File: src/rtl/alu_share_arbiter.sv
// rtl/alu_share_arbiter.sv - one ALU shared by two requesters with round-robin arbitration
// IDLE latches the winner's operands, EXEC computes, RESP pulses that requester's ack.
module alu_share_arbiter (
  input  logic        clk_i,
  input  logic        rst_i,
  input  logic        reqA_i,
  input  logic        reqB_i,
  input  logic [31:0] src1A_i,
  input  logic [31:0] src2A_i,
  input  logic [31:0] src1B_i,
  input  logic [31:0] src2B_i,
  input  logic [3:0]  ctrlA_i,
  input  logic [3:0]  ctrlB_i,
  output logic        ackA_o,
  output logic        ackB_o,
  output logic [31:0] resultA_o,
  output logic [31:0] resultB_o,
  output logic        zeroA_o,
  output logic        zeroB_o,
  output logic        busy_o,
  output logic        grant_o
);

  typedef enum logic [1:0] {S_IDLE, S_EXEC, S_RESP} state_t;

  state_t      r_state;
  logic [31:0] r_op1;
  logic [31:0] r_op2;
  logic [3:0]  r_ctrl;
  logic        r_prio_b;
  logic        r_grant;
  logic        r_ackA;
  logic        r_ackB;
  logic        r_busy;
  logic [31:0] r_resA;
  logic [31:0] r_resB;
  logic        r_zeroA;
  logic        r_zeroB;

  logic [31:0] w_alu;
  logic        w_pick_b;

  // B wins when alone, or when both request and B holds the round-robin priority.
  assign w_pick_b = reqB_i & (~reqA_i | r_prio_b);

  always_comb begin
    w_alu = 32'h0000_0000;
    case (r_ctrl)
      4'b0000: w_alu = r_op1 & r_op2;
      4'b0001: w_alu = r_op1 | r_op2;
      4'b0010: w_alu = r_op1 + r_op2;
      4'b0110: w_alu = r_op1 - r_op2;
      4'b0111: w_alu = {31'b0, ($signed(r_op1) < $signed(r_op2))};
      default: w_alu = 32'h0000_0000;
    endcase
  end

  always_ff @(posedge clk_i) begin
    if (!rst_i) begin
      r_state  <= S_IDLE;
      r_op1    <= 32'h0000_0000;
      r_op2    <= 32'h0000_0000;
      r_ctrl   <= 4'b0000;
      r_prio_b <= 1'b0;
      r_grant  <= 1'b0;
      r_ackA   <= 1'b0;
      r_ackB   <= 1'b0;
      r_busy   <= 1'b0;
      r_resA   <= 32'h0000_0000;
      r_resB   <= 32'h0000_0000;
      r_zeroA  <= 1'b1;
      r_zeroB  <= 1'b1;
    end else begin
      case (r_state)
        S_IDLE: begin
          r_ackA <= 1'b0;
          r_ackB <= 1'b0;
          if (reqA_i || reqB_i) begin
            r_op1    <= w_pick_b ? src1B_i : src1A_i;
            r_op2    <= w_pick_b ? src2B_i : src2A_i;
            r_ctrl   <= w_pick_b ? ctrlB_i : ctrlA_i;
            r_grant  <= w_pick_b;
            r_prio_b <= ~w_pick_b;
            r_busy   <= 1'b1;
            r_state  <= S_EXEC;
          end
        end
        S_EXEC: begin
          if (r_grant) begin
            r_resB  <= w_alu;
            r_zeroB <= (w_alu == 32'h0000_0000);
            r_ackB  <= 1'b1;
          end else begin
            r_resA  <= w_alu;
            r_zeroA <= (w_alu == 32'h0000_0000);
            r_ackA  <= 1'b1;
          end
          r_state <= S_RESP;
        end
        S_RESP: begin
          r_ackA  <= 1'b0;
          r_ackB  <= 1'b0;
          r_busy  <= 1'b0;
          r_state <= S_IDLE;
        end
        default: r_state <= S_IDLE;
      endcase
    end
  end

  assign ackA_o    = r_ackA;
  assign ackB_o    = r_ackB;
  assign resultA_o = r_resA;
  assign resultB_o = r_resB;
  assign zeroA_o   = r_zeroA;
  assign zeroB_o   = r_zeroB;
  assign busy_o    = r_busy;
  assign grant_o   = r_grant;

endmodule

File: config.mk
export PLATFORM = sky130hd
export DESIGN_NAME = alu_share_arbiter
export DESIGN_NICKNAME = d
export VERILOG_FILES = /design/src/rtl/alu_share_arbiter.sv
export SDC_FILE = /design/constraint.sdc
export NUM_CORES = 1
export LEC_CHECK = 0
export ABC_AREA = 0
export CORE_MARGIN = 2
export CORE_UTILIZATION = 45
export DETAILED_ROUTE_END_ITERATION = 16
export PLACE_DENSITY = 0.71
export SYNTH_ARGS = -nofsm -noshare
export SYNTH_HDL_FRONTEND = slang
export SYNTH_SLANG_ARGS = --single-unit
File: constraint.sdc
create_clock -name clk_i -period 4.06 [get_ports clk_i]
set_input_delay 0.812 -clock clk_i [delete_from_list [all_inputs] [get_ports clk_i]]
set_output_delay 0.812 -clock clk_i [all_outputs]
set_load 0.005 [all_outputs]
[Yosys cells after proc, flatten, opt, wreduce, memory -nomap -nowiden]
Index checks and enable logic that the tools add are counted.
Word-level totals
  bits in read-only memories: 0
  bits in latches: 0
  input bits: 140
  output and inout bits: 70
  memories kept: 0
  word-level logic and storage cells: 57
  bits in writable memories: 0
  flip-flop bits (word level): 141
Cells by class
  add/subtract/negate cells: 2
  divide/modulo/power cells: 0
  bitwise gates (word level): 7
  shifts and indexed selects: 0
  order comparisons: 1
  $mul: 0
  mux-type cells: 12
  reductions and logical operators: 13
  equality and inequality tests: 9
Operators by type and width (number)
  32-bit one-hot mux with 5 select lines: 1
  32-bit two-way mux: 2
  32-bit adder: 1
  32-bit AND: 1
  32-bit zero test: 1
  32-bit < comparator: 1
  32-bit bitwise OR: 1
  32-bit subtractor: 1
  2-bit AND reduction: 6
  4-bit by 3-bit equality test with 1-bit output (second input constant): 2
  2-bit != test (second input constant): 3
  1-bit one-hot mux with 2 select lines: 3
  4-bit by 1-bit equality test with 1-bit output (second input constant): 1
  4-bit by 2-bit equality test with 1-bit output (second input constant): 1
  4-bit zero test: 1
  4-bit two-way mux: 1
  2-bit one-hot mux with 2 select lines: 1
  2-bit nonzero test: 2
  1-bit two-way mux: 3
  1-bit inverter: 3
  2-bit by 1-bit equality test with 1-bit output (second input constant): 1
  2-bit equality test (second input constant): 1
  2-bit zero test: 1
  2-bit two-way mux: 1
  other kinds (4): 4

[Longest topological paths before layout]
  depth after elaboration: 4
  gate-level depth with buffers: 13
  mapped depth without buffers: 13

[Worst setup path after synthesis]
OpenSTA, ideal clock, no wires.
  kind: register -> register
  start: reg r_op1[9]
  end: reg r_zeroA, in the netlist zeroA_o
  setup time: 0.069 ns
  data required time: 3.991 ns
  period minus slack after synthesis: 3.057 ns
  setup slack: 1.003 ns
  stages on the path, launching flop included: 14
  buffers on the path: 1
  arrival time: 2.988 ns
  cell sequence: dfxtp_1 inv_1 ha_1 buf_6 or4_4 nand4b_4 a31oi_4 o31ai_2 o21a_4 o211a_1 o311a_1 and4b_1 nand4_1 o21ai_1
On the way
  cells in the longest elaborated chain, start to end: 3
  elaborated cells between the ends (all ways): 7
  those cells by class: 2 x add/sub; 1 x order compare; 1 x mux; 2 x bitwise; 1 x reduce/logical
RTL lines
  start: declaration: line 27  | logic [31:0] r_op1;
  start signal: assignment: line 79  | r_op1 <= w_pick_b ? src1B_i : src1A_i;
  32-bit subtractor (tied with other cells): line 52  | 4'b0110: w_alu = r_op1 - r_op2;
  32-bit one-hot mux with 5 select lines *: line 48  | case (r_ctrl)
  32-bit zero test *: line 95  | r_zeroA <= (w_alu == 32'h0000_0000);
  end signal: assignment: line 95
  end: declaration: line 37  | logic r_zeroA;
Every way passes the cells marked *; elsewhere a longest branch is shown, timed or not.
A chain may end at the register's enable or synchronous reset.

[Worst setup path in the final report]
  start: reg r_op2[0]
  end: reg r_resB[28], in the netlist resultB_o[28]
On the way
  cells in the longest elaborated chain, start to end: 2
  elaborated cells between the ends (all ways): 3
  those cells by class: 2 x add/sub; 1 x mux
RTL lines
  start: declaration: line 28  | logic [31:0] r_op2;
  start signal: assignment: line 80  | r_op2 <= w_pick_b ? src2B_i : src2A_i;
  32-bit subtractor or 32-bit adder (tied branches): line 52, 51
  32-bit one-hot mux with 5 select lines *: line 48
  end signal: assignment: line 90  | r_resB <= w_alu;
  end: declaration: line 36  | logic [31:0] r_resB;
Marks and branches as above.

==> reports/metrics.yaml <==
cts_sinks: 141
slew_violations: 0
netlist_top_cells_area: "dfxtp_1 26%, ha_1 12%, nor2_1 7.2%, a222oi_1 6.3%, a211oi_1 4.6%"
grt_pass1_wl_um: 63000
holdWs_ns: 0.455
timing.slew.headroom: 0.328
final_cell_count_no_fill: 1886
post-route-period-util: 0.961
synth_top_area_cell: "dfxtp_1"
cp_max_fo: 4
r2r_slack_ns: 0.16
cts_tree: "yes"
synthArstFlopShare: 0
fmax_mhz: 256
dpl-instance-area_um2: 13200
hold_viol: 0
startpoint_type: "flop"
ys_types: 98
first_global_vias: 11000
rows: 56
synth_top_area_frac: 0.261
cp.required_ns: 4.41
drt_wl_total_um: 41100
cap_viol_max_count: 0
endpoint_kind: "flop"
hp-start: "resultA_o[20]$_SDFFE_PN0P_"
die_h_um: 159
grt_overflow_total: 0
antenna_left: 0
area_growth_pct: 27.6
p_per_area_nw_per_um2: 394
vias: 11700
worstReg2RegStart: "r_op2[0]$_SDFFE_PN0P_"
antenna_found_initial: 0
drive_gt1_frac: 0.0842
avgRoutedWirePerCell_um: 21.8
final_cell_mix: "209 x clkdlybuf4s50_1, 207 x nor2_1, 141 x dfxtp_1, 102 x inv_1, 100 x ha_1"
grt_max_degree: 73
ys.flop_type: "dfxtp_1"
numCtsBuffers: 17
critical_path_arrival_ns: 4.25
layout_min_cycle_time_ns: 3.90
setup_viol: 0
start_util: 0.460
power_mw: 5.43
synth_edf_count: 0
drcViolationCount: 0
numPortBuffers: 209
clk_latency_ns: 0.44
die-area_um2: 25300
final_util: 0.586
cts-root-buf: "clkbuf_16"
holdCritPathClass: "flop to flop"
placed_cells: 1854
postSynthCellCount: 1378
yosysWarnings: 0
p_leak_nw: 5.19
viasPerCell: 6.20
grt_util_all_layers: 0.315
htreeDepth: 4
pre_cts_ws_ns: 0.157
finClkSkew_ns: 0.0159
core_area_um2: 23500
layout.nets: 1796
avgSynthCellArea_um2: 7.85
vdd_drop_max_v: 0.000249
rsz0062_at_grt: "false"
final_area_um2: 13800
fp.dieW_um: 159
synth.ff_latch_count: 141
clock_path_buffers: 2
drt_pass1_iterations: 7
fin_ws_ns: 0.159
ioPinCount: 210
cts.clk_slew.worst_paths_ns: 0.07
netlist_area_um2: 10800
critPathLaunch: "r_op2[0]$_SDFFE_PN0P_"
crit_type: "flop to flop"
synth_nets: 1620
gp_congestion: 1.02
ys_seq_area_frac: 0.261
first_iter_violations: 1225
fin_tns_setup_ns: 0
antennaDiodeCount: 0
outcome: "completed"
worst_slew_pin_slew_ns: 1.01
final_common_cell: "clkdlybuf4s50_1"
place.detailed.hpwl_um: 31900
power breakdown:
group,switching [mW],internal [mW]
clock network,0.754,0.818
registers,0.111,1.50
logic,1.36,0.892
logic make-up (layout without fill, tap and decap cells):
group | count (synthesis) | in the layout | share of synthesized area
compound gates | 475 | 475 | 0.329
simple gates | 435 | 435 | 0.190
buf+inv | 208 | 397 | 0.0862
flops | 141 | 141 | 0.261
fa+ha+maj | 102 | 102 | 0.119
xor+xnor | 9 | 9 | 0.00729
mux | 8 | 8 | 0.00752
final cells by class:
cell class	count	area, um2
multi-input cells	1029	7140
clock inverters	15	145
clock buffers	17	425
inverters	104	392
repair buffers	261	2480
flip-flops and latches	141	2820
well taps	319	399
fillers	2213	9740
Yosys cell counts (all sizes together), types with 12 or more instances:
cell type,number
a21oi,90
nor4,16
inv,103
a21o,13
nor2b,12
nand2,81
clkbuf,83
ha,100
o21ai,64
nor2,208
a222oi,68
nand3,20
a31oi,19
o31ai,15
o21a,12
nor3,24
nand4,13
buf,19
dfxtp,141
o211ai,21
a211oi,68
worst max-delay path, cell delays in order (launching register included):
cell and delay (ns):
dfxtp_1 0.35, ha_1 0.26, fa_1 0.41, a21o_1 0.21, a311o_1 0.44, a211oi_1 0.55, o21ai_1 0.29, a211oi_2 0.41
nor2_1 0.09, o311a_1 0.32, o21a_1 0.21, o21a_1 0.19, nor2_1 0.08
metal layers:
metal / global-route usage / routed length [um] / part of all wire
met1: 0.412 / 17600 / 0.43
met2: 0.529 / 19400 / 0.47
met3: 0.0482 / 2880 / 0.070
met4: 0.106 / 1210 / 0.029
met5: 0 / 0 / 0
worst paths after layout:
path | end | cells past startpoint
max | resultB_o[28]$_SDFFE_PN0P_ | 12
min | resultA_o[20]$_SDFFE_PN0P_ | 2
max reg2reg | resultB_o[28]$_SDFFE_PN0P_ | 12
min reg2reg | resultA_o[20]$_SDFFE_PN0P_ | 2
flip-flops by register name (all words and copies together), names as in the netlist:
name       flops
resultA_o     32
ackB_o         1
r_op1         32
resultB_o     32
r_prio_b       1
r_ctrl         4
zeroB_o        1
grant_o        1
r_state        2
busy_o         1
zeroA_o        1
r_op2         32
ackA_o         1
repair_timing:
action,4_1_cts,5_1_grt
gates resized for setup,0,3
hold buffers,0,0
endpoints found under the setup margin,0,4
setup buffers,0,0
Power figures use the tool's default switching activity.
